[src/rtl/traceback_stream.sv]
// traceback_stream
// Streams the traceback of a banked alignment score matrix.  Starting at the
// bottom-right corner of an L x L sub-problem, each step reads one relative
// position code from a PE bank, emits one aligned base pair (or a gap) and
// moves the pointers, until the top-left corner, a stop code or an illegal
// move ends the alignment.
//
// Ports
//   clk, rst             clock, asynchronous active-high reset
//   start, abort         begin a traceback (IDLE only) / synchronous return to IDLE
//   R_sub, Q_sub         packed sequences, base 0 in the MSBs
//   pe_id, addr, rd_en   bank read request; rel_pos is returned one cycle later
//   rel_pos              relative-position code, bits [2:0] used
//   out_r, out_q         aligned pair (gap = 4), out_last marks the final pair
//   out_valid, out_ready stream handshake
//   busy, done, err      status: not idle / one-cycle completion / illegal move
//   aln_len              pairs transferred in the current or last alignment
module traceback_stream #(
    parameter int B = 4,
    parameter int L = 8,
    parameter int W = 3
) (
    input  logic                    clk,
    input  logic                    rst,
    input  logic                    start,
    input  logic                    abort,
    input  logic [W*L-1:0]          R_sub,
    input  logic [W*L-1:0]          Q_sub,
    output logic [$clog2(B)-1:0]    pe_id,
    output logic [7:0]              addr,
    output logic                    rd_en,
    input  logic [7:0]              rel_pos,
    output logic [W-1:0]            out_r,
    output logic [W-1:0]            out_q,
    output logic                    out_valid,
    input  logic                    out_ready,
    output logic                    out_last,
    output logic                    busy,
    output logic                    done,
    output logic                    err,
    output logic [$clog2(2*L):0]    aln_len
);
    localparam int PW  = $clog2(B);
    localparam int CW  = $clog2(L);
    localparam int ALW = $clog2(2*L) + 1;

    localparam logic [PW-1:0] PE_INIT   = PW'(B - 1);
    localparam logic [7:0]    ADDR_INIT = 8'(2*L - B - 1);
    localparam logic [CW-1:0] CTR_INIT  = CW'(L - 1);
    localparam logic [W-1:0]  GAP       = W'(4);

    typedef enum logic [2:0] {S_IDLE, S_FETCH, S_DECODE, S_EMIT, S_FINISH} state_t;

    state_t          state_reg, state_next;
    logic [PW-1:0]   pe_reg;
    logic [7:0]      addr_reg;
    logic [CW-1:0]   r_ctr_reg, q_ctr_reg;
    logic [W*L-1:0]  r_seq_reg, q_seq_reg;
    logic [W-1:0]    out_r_reg, out_q_reg;
    logic            last_reg, err_reg;
    logic [ALW-1:0]  aln_len_reg;

    // Unpacked views of the captured sequences, indexed by base number.
    logic [W-1:0] r_base [L];
    logic [W-1:0] q_base [L];
    generate
        for (genvar gi = 0; gi < L; gi++) begin : g_unpack
            assign r_base[gi] = r_seq_reg[W*(L-1-gi) +: W];
            assign q_base[gi] = q_seq_reg[W*(L-1-gi) +: W];
        end
    endgenerate

    logic [W-1:0] r_cur, q_cur;
    assign r_cur = r_base[r_ctr_reg];
    assign q_cur = q_base[q_ctr_reg];

    logic corner;
    assign corner = (r_ctr_reg == '0) && (q_ctr_reg == '0);

    // Only the low three bits carry a move; the rest is ignored.
    logic [2:0] code;
    logic       rel_pos_unused;
    assign code           = rel_pos[2:0];
    assign rel_pos_unused = ^rel_pos[7:3];

    // Move decode: candidate pointers, gap flags and stop condition.
    logic [PW-1:0] pe_dec;
    logic [7:0]    addr_dec;
    logic [CW-1:0] r_dec, q_dec;
    logic          gap_r, gap_q, dec_last, dec_legal;

    always_comb begin
        pe_dec    = pe_reg;
        addr_dec  = addr_reg;
        r_dec     = r_ctr_reg;
        q_dec     = q_ctr_reg;
        gap_r     = 1'b0;
        gap_q     = 1'b0;
        dec_last  = 1'b0;
        dec_legal = 1'b1;
        case (code)
            3'd1: begin
                dec_legal = (q_ctr_reg != '0) && (pe_reg != '0);
                gap_r = 1'b1; pe_dec = pe_reg - PW'(1); q_dec = q_ctr_reg - CW'(1);
            end
            3'd2: begin
                dec_legal = (r_ctr_reg != '0);
                gap_q = 1'b1; addr_dec = addr_reg - 8'd1; r_dec = r_ctr_reg - CW'(1);
            end
            3'd3: begin
                dec_legal = (r_ctr_reg != '0) && (q_ctr_reg != '0) && (pe_reg != '0);
                pe_dec = pe_reg - PW'(1); addr_dec = addr_reg - 8'd1;
                r_dec = r_ctr_reg - CW'(1); q_dec = q_ctr_reg - CW'(1);
            end
            3'd4: begin
                dec_legal = (r_ctr_reg != '0) && (q_ctr_reg != '0);
                addr_dec = addr_reg - 8'd2;
                r_dec = r_ctr_reg - CW'(1); q_dec = q_ctr_reg - CW'(1);
            end
            3'd5: begin
                dec_legal = (q_ctr_reg != '0);
                gap_r = 1'b1; addr_dec = addr_reg - 8'd1; q_dec = q_ctr_reg - CW'(1);
            end
            3'd6: begin
                dec_legal = (r_ctr_reg != '0) && (pe_reg != PE_INIT);
                gap_q = 1'b1; pe_dec = pe_reg + PW'(1); addr_dec = addr_reg - 8'd2;
                r_dec = r_ctr_reg - CW'(1);
            end
            default: dec_last = 1'b1;   // 0 and 7: stop here
        endcase
        // An illegal move freezes the pointers and ends the alignment on (R,Q).
        if (!dec_legal) begin
            pe_dec   = pe_reg;
            addr_dec = addr_reg;
            r_dec    = r_ctr_reg;
            q_dec    = q_ctr_reg;
            gap_r    = 1'b0;
            gap_q    = 1'b0;
            dec_last = 1'b1;
        end
    end

    // State register
    always_ff @(posedge clk or posedge rst) begin
        if (rst) state_reg <= S_IDLE;
        else     state_reg <= state_next;
    end

    // Next-state logic
    always_comb begin
        state_next = state_reg;
        case (state_reg)
            S_IDLE:   if (start) state_next = S_FETCH;
            S_FETCH:  state_next = corner ? S_EMIT : S_DECODE;
            S_DECODE: state_next = S_EMIT;
            S_EMIT:   if (out_ready) state_next = last_reg ? S_FINISH : S_FETCH;
            S_FINISH: state_next = S_IDLE;
            default:  state_next = S_IDLE;
        endcase
        if (abort) state_next = S_IDLE;
    end

    // Output logic
    always_comb begin
        rd_en     = (state_reg == S_FETCH) && !corner;
        out_valid = (state_reg == S_EMIT);
        busy      = (state_reg != S_IDLE);
        done      = (state_reg == S_FINISH);
    end

    // Datapath
    always_ff @(posedge clk or posedge rst) begin
        if (rst) begin
            pe_reg      <= PE_INIT;
            addr_reg    <= ADDR_INIT;
            r_ctr_reg   <= CTR_INIT;
            q_ctr_reg   <= CTR_INIT;
            r_seq_reg   <= '0;
            q_seq_reg   <= '0;
            out_r_reg   <= '1;
            out_q_reg   <= '1;
            last_reg    <= 1'b0;
            err_reg     <= 1'b0;
            aln_len_reg <= '0;
        end else if (abort) begin
            pe_reg    <= PE_INIT;
            addr_reg  <= ADDR_INIT;
            r_ctr_reg <= CTR_INIT;
            q_ctr_reg <= CTR_INIT;
            last_reg  <= 1'b0;
        end else begin
            case (state_reg)
                S_IDLE: if (start) begin
                    r_seq_reg   <= R_sub;
                    q_seq_reg   <= Q_sub;
                    pe_reg      <= PE_INIT;
                    addr_reg    <= ADDR_INIT;
                    r_ctr_reg   <= CTR_INIT;
                    q_ctr_reg   <= CTR_INIT;
                    last_reg    <= 1'b0;
                    err_reg     <= 1'b0;
                    aln_len_reg <= '0;
                end
                S_FETCH: if (corner) begin
                    out_r_reg <= r_base[0];
                    out_q_reg <= q_base[0];
                    last_reg  <= 1'b1;
                end
                S_DECODE: begin
                    pe_reg    <= pe_dec;
                    addr_reg  <= addr_dec;
                    r_ctr_reg <= r_dec;
                    q_ctr_reg <= q_dec;
                    out_r_reg <= gap_r ? GAP : r_cur;
                    out_q_reg <= gap_q ? GAP : q_cur;
                    last_reg  <= dec_last;
                    if (!dec_legal) err_reg <= 1'b1;
                end
                S_EMIT: if (out_ready) aln_len_reg <= aln_len_reg + ALW'(1);
                S_FINISH: begin
                    pe_reg    <= PE_INIT;
                    addr_reg  <= ADDR_INIT;
                    r_ctr_reg <= CTR_INIT;
                    q_ctr_reg <= CTR_INIT;
                    last_reg  <= 1'b0;
                end
                default: ;
            endcase
        end
    end

    assign pe_id    = pe_reg;
    assign addr     = addr_reg;
    assign out_r    = out_r_reg;
    assign out_q    = out_q_reg;
    assign out_last = last_reg;
    assign err      = err_reg;
    assign aln_len  = aln_len_reg;

endmodule

[config.mk]
export PLATFORM = sky130hd
export DESIGN_NAME = traceback_stream
export DESIGN_NICKNAME = d
export VERILOG_FILES = /design/src/rtl/traceback_stream.sv
export SDC_FILE = /design/constraint.sdc
export NUM_CORES = 1
export LEC_CHECK = 0
export ABC_AREA = 1
export BUFFER_PORTS_ARGS = -buffer_cell sky130_fd_sc_hd__buf_2
export CAP_MARGIN = 40
export CORE_MARGIN = 2
export CORE_UTILIZATION = 45
export CTS_CLUSTER_DIAMETER = 200
export DETAILED_ROUTE_END_ITERATION = 12
export GPL_TIMING_DRIVEN = 0
export HOLD_SLACK_MARGIN = 0.02
export PLACE_DENSITY = 0.63
export SLEW_MARGIN = 20
export SYNTH_ARGS = -nofsm -noshare
export SYNTH_HDL_FRONTEND = slang
export SYNTH_SLANG_ARGS = --single-unit
[constraint.sdc]
create_clock -name clk -period 3.54 [get_ports clk]
set_input_delay 0.708 -clock clk [delete_from_list [all_inputs] [get_ports clk]]
set_output_delay 0.708 -clock clk [all_outputs]
set_load 0.1 [all_outputs]
==> results.py, run 1 <==
metrics = {
    "sta": {
        "rsz0062_at_grt": "no",
        "fmax_mhz": 313,
        "setup-violations-final": 0,
        "finalCriticalPeriod_ps": 3200,
        "slew_headroom": 0.661,
        "layout_setup_ws_ps": 340,
        "hold_violations": 0,
        "skew_ps": 10.4,
        "tightest_slew_ps": 509,
        "finalCritPeriodShare": 0.904,
        "drv_slew": 0,
    },
    "yosys": {
        "ys_top_cells_by_area": "dfrtp_1, nand2_1, dfstp_2",
        "synth-seq-cells": 80,
        "synth-seq-area-share": 0.464,
        "syn_area_per_cell_um2": 7.51,
        "synth_warnings": 0,
        "synth_common_cells": "nand2_1, dfrtp_1, inv_1",
        "synth_area_um2": 4360,
        "synth_top_area_frac": 0.361,
        "synth_most_common_cell": "nand2_1",
        "yosysTopAreaCell": "dfrtp_1",
        "ys_types": 40,
        "syn-num-nets": 650,
        "synth_edf_count": 0,
        "async_reset_ff_frac": 1.00,
        "ys.flop_type": "dfrtp_1",
        "synthCells": 581,
    },
    "clock_tree": {
        "cts_hold_buf": 0,
        "clock_latency_ps": 360,
        "clock_sink_count": 80,
        "cts-buffers-inserted": 9,
        "ctsRootBufferMaster": "clkbuf_8",
        "htreeDepth": 3,
        "tritoncts": "built",
        "cts_resized": 0,
        "cts_setup_buffers": 0,
        "clkSlewWorstSetupHoldPaths_ps": 90,
        "clock_path_buffers": 2,
    },
    "drt": {
        "firstDrtPassIters": 5,
        "num_vias": 4040,
        "drt-wirelength-per-cell_um": 13.0,
        "drcViolationCount": 0,
        "antenna_left": 0,
        "drtIter0Drc": 141,
        "viasPerCell": 4.99,
        "wirelength_um": 10500,
    },
    "layout": {
        "fin_util": 0.553,
        "antenna_cells": 0,
        "drive_gt1_frac": 0.225,
        "regArea_um2": 2020,
        "multi_input_area_um2": 2050,
        "layout.nets": 744,
        "fillers": 949,
        "syn_to_final_growth_pct": 18.1,
    },
    "placed_design": {
        "io_buffers": 82,
        "dp_hpwl_um": 7910,
        "dp_slack_ps": 738,
        "place.gp.congestion": 0.887,
    },
    "worst_setup_path": {
        "startpoint_type": "register",
        "crit_arrival_ps": 2490,
        "endpoint_kind": "output port",
        "crit_type": "reg2out",
        "crit_fanout": 11,
        "required_ps": 2830,
    },
    "die": {
        "start_util": 0.468,
        "die_x_um": 102,
        "die_h_um": 102,
        "ios": 88,
        "dieArea_um2": 10500,
        "coreArea_um2": 9330,
        "rows": 35,
    },
    "grt": {
        "grt_max_degree": 58,
        "grt_usage": 0.214,
        "grt_antenna_before_repair": 0,
        "overflow": 0,
        "grt_pass1_vias": 3632,
        "grt_pass1_wl_um": 17400,
    },
    "worst_hold_path": {
        "hp-class": "in2async",
    },
    "pwr": {
        "pwr_density_cell_nw_per_um2": 687,
        "p_leak_nw": 2.73,
        "peakVddDrop_v": 0.000513,
    },
    "run": {
        "maxCapViolCount": 0,
    },
    "outcome": {
        "status": "finished, final reports clean",
    },
}
[path summary, 6_finish.rpt]
kind                       cells past startpoint  slack (ps)      endpoint         start
min                                            2         300    aln_len[2]           rst
min reg2reg                                    2         470           err           err
min in group clk                               2         470           err           err
max reg2reg                                    8        1100  q_ctr_reg[1]  r_ctr_reg[0]
max in group asynchronous                      3        2600  q_ctr_reg[2]           rst
max                                            7         340         rd_en  r_ctr_reg[0]
[layer usage]
layer	part of all wire	GRT usage	wire length (um)	vias up
met3	0.056	0.0335	594	14
met5	0	0	0	-
met1	0.48	0.312	5110	1871
li1	-	-	-	2046
met2	0.44	0.324	4690	109
met4	0.014	0.0738	148	0
[cell families (layout without fill, tap and decap cells)]
| logic type | count (synthesis) | count (layout) | share of synthesized area |
|---|---|---|---|
| fa+ha+maj | 8 | 8 | 0.0229 |
| xor+xnor | 12 | 12 | 0.0241 |
| simple gates | 331 | 331 | 0.321 |
| flops | 80 | 80 | 0.464 |
| buf+inv | 70 | 169 | 0.0665 |
| compound gates | 80 | 80 | 0.102 |
[critical path, cell delays in order, from the launching register on]
cell and delay (ps):
dfstp_2 520, buf_2 170, clkinv_1 310, ha_1 320, nand2_1 160, nor2_1 60
nor2_1 140, buf_2 450
[metrics by stage]
stage | total power [mW] | TNS, ps | hold WS (ps) | cells | instance area, um^2
finish | 3.54 | 0 | 295 | 809 | 5150
floorplan | 2.57 | 0 | 437 | 581 | 4360
global placement | 2.87 | -14410 | 452 | 792 | 4940
detailed placement | 2.90 | 0 | 454 | 793 | 4970
CTS | 3.56 | 0 | 302 | 809 | 5150
global route | 3.80 | 0 | 311 | 809 | 5150
[cells in the final DEF, fill, tap and decap left out, drive strengths merged, types with 5 or more instances in the layout]
| master | count |
|---|---|
| nand4 | 7 |
| dfrtp | 63 |
| nand3 | 38 |
| xor2 | 10 |
| or2 | 5 |
| clkbuf | 16 |
| nand2 | 240 |
| nor2 | 36 |
| inv | 52 |
| buf | 96 |
| o21ai | 47 |
| ha | 8 |
| a21oi | 18 |
| dfstp | 17 |
[power breakdown]
part	internal [mW]	leakage, nW	total [mW]	switching (mW)
clock	0.284	0.0952	0.656	0.372
sequential	1.25	0.980	1.45	0.196
combinational	0.393	1.65	1.44	1.04
total	1.93	2.73	3.54	1.61
[cell type report]
| type | count | share of cell area |
|---|---|---|
| Buffer | 19 | 0.0187 |
| Clock buffer | 10 | 0.0267 |
| Clock inverter | 6 | 0.00971 |
| Inverter | 51 | 0.0381 |
| Multi-Input combinational cell | 431 | 0.398 |
| Sequential cell | 80 | 0.393 |
| Tap cell | 129 | 0.0313 |
| Timing Repair Buffer | 83 | 0.0850 |
No activity file was read; power rests on OpenSTA's default activity.
==> run 2, diff against run 1 <==
Settings changed: PLACE_DENSITY 0.63 to 0.67.
==> results.py, run 2 (same netlist as run 1, synthesis figures left out) <==
metrics = {
    "sta": {
        "drv_slew": 0,
        "rsz0062_at_grt": "no",
        "skew_ps": 10.5,
        "setup_tns_ps": 0,
        "finalCritPeriodShare": 0.900,
        "hold_violations": 0,
        "setup-violations-final": 0,
        "fmax_mhz": 314,
        "slew_headroom": 0.658,
        "tightest_slew_ps": 513,
        "finalCriticalPeriod_ps": 3190,
    },
    "layout": {
        "regArea_um2": 2020,
        "antenna_cells": 0,
        "final_area_um2": 5150,
        "fin_util": 0.553,
        "layout.nets": 744,
        "fillers": 939,
        "drive_gt1_frac": 0.225,
        "layout_commonest_cell": "nand2_1",
        "fin_cells": 809,
        "final_cell_mix": "nand2_1, buf_2, dfrtp_1",
        "multi_input_area_um2": 2050,
        "syn_to_final_growth_pct": 18.1,
    },
    "drt": {
        "viasPerCell": 4.92,
        "routed.top_layer": "met4",
        "firstDrtPassIters": 4,
        "route.met3.wl_um": 546,
        "drtIter0Drc": 195,
        "dr_wl_met2_um": 4760,
        "met1_length_um": 5050,
        "wirelength_um": 10500,
        "drcViolationCount": 0,
        "num_vias": 3981,
        "drt-wirelength-per-cell_um": 13.0,
        "antenna_left": 0,
    },
    "worst_setup_path": {
        "required_ps": 2830,
        "cpPeakStageDelay_ps": 540,
        "crit_type": "reg2out",
        "endpoint_kind": "output port",
        "crit_arrival_ps": 2480,
        "startpoint_type": "register",
        "slowest_stage": "dfstp_2",
        "crit_fanout": 11,
        "critical_path.cell_chain": "buf_2, clkinv_1, ha_1, nand2_1, nor2_1, nor2_1, buf_2",
    },
    "die": {
        "coreArea_um2": 9330,
        "ios": 88,
        "die_x_um": 102,
        "die_h_um": 102,
        "rows": 35,
        "start_util": 0.468,
        "dieArea_um2": 10500,
    },
    "clock_tree": {
        "ctsRootBufferMaster": "clkbuf_8",
        "clock_latency_ps": 360,
        "cts_setup_buffers": 0,
        "cts_hold_buf": 0,
        "cts-buffers-inserted": 9,
        "clock_sink_count": 80,
        "clkSlewWorstSetupHoldPaths_ps": 90,
        "cts_resized": 0,
        "htreeDepth": 3,
        "tritoncts": "built",
        "clock_path_buffers": 2,
    },
    "placed_design": {
        "place.gp.congestion": 0.888,
        "postPlaceCellArea_um2": 4970,
        "dpl.cell_count": 793,
        "io_buffers": 82,
        "dp_hpwl_um": 7980,
    },
    "pwr": {
        "p_leak_nw": 2.73,
        "finalPower_mw": 3.55,
        "pwr_density_cell_nw_per_um2": 688,
        "peakVddDrop_v": 0.000584,
    },
    "grt": {
        "grt_usage": 0.213,
        "grt_pass1_wl_um": 17500,
        "grt_pass1_vias": 3651,
        "grt_antenna_before_repair": 0,
        "grt_max_degree": 48,
        "overflow": 0,
    },
    "worst_hold_path": {
        "hp-class": "in2async",
    },
    "run": {
        "maxCapViolCount": 0,
    },
    "outcome": {
        "status": "finished, final reports clean",
    },
}
==> run 2: cell count changes in the layout (fill, tap and decap cells not counted), sizes merged <==
cell / change
inv: +1
clkinv: -1
==> run 2: worst paths after layout <==
check | end | start | cells after the start | slack [ps]
setup reg to reg | q_ctr_reg[2] | r_ctr_reg[0] | 8 | 1130
setup / recovery | rd_en | r_ctr_reg[0] | 7 | 350
min in group clk | q_base[12] | q_base[12] | 2 | 480
max in group asynchronous | out_q[0] | rst | 3 | 2530
hold reg to reg | q_base[12] | q_base[12] | 2 | 480
hold / removal | aln_len[0] | rst | 2 | 370
==> run 2: layout make-up <==
type / count / share of cell area
buffer: 19 / 0.0187
clock buffer: 10 / 0.0267
clock inverter: 6 / 0.00971
inverter: 51 / 0.0381
multi-input combinational: 431 / 0.398
sequential: 80 / 0.393
tap: 129 / 0.0313
timing repair buffer: 83 / 0.0850
==> run 2: through the flow <==
| step | setup WS, ps | hold slack, ps |
|---|---|---|
| after floorplan | 300 | 437 |
| after global placement | -227 | 453 |
| after detailed placement | 767 | 458 |
| after CTS | 364 | 378 |
| after global routing | 195 | 395 |
| final | 354 | 365 |
==> run 2: layer usage <==
metal  up-vias  GRT usage
met5         -          0
met4         0     0.0708
met3        13     0.0267
met2       103      0.331
met1      1818      0.308
li1       2047          -
==> run 2: power breakdown <==
group          internal [mW]  total (mW)  switching (mW)
Combinational          0.394        1.44            1.04
Sequential              1.25        1.45           0.199
Clock                  0.285       0.658           0.373
Total                   1.93        3.55            1.62
==> run 2: critical path, delay by kind of cell, from the launching register on <==
| family | cells | cell delay [ps] |
|---|---|---|
| flip-flops | 1 | 540 |
| AND/OR/NAND/NOR | 3 | 360 |
| buffers and inverters | 3 | 910 |
| adder cells (fa/ha/maj) | 1 | 310 |
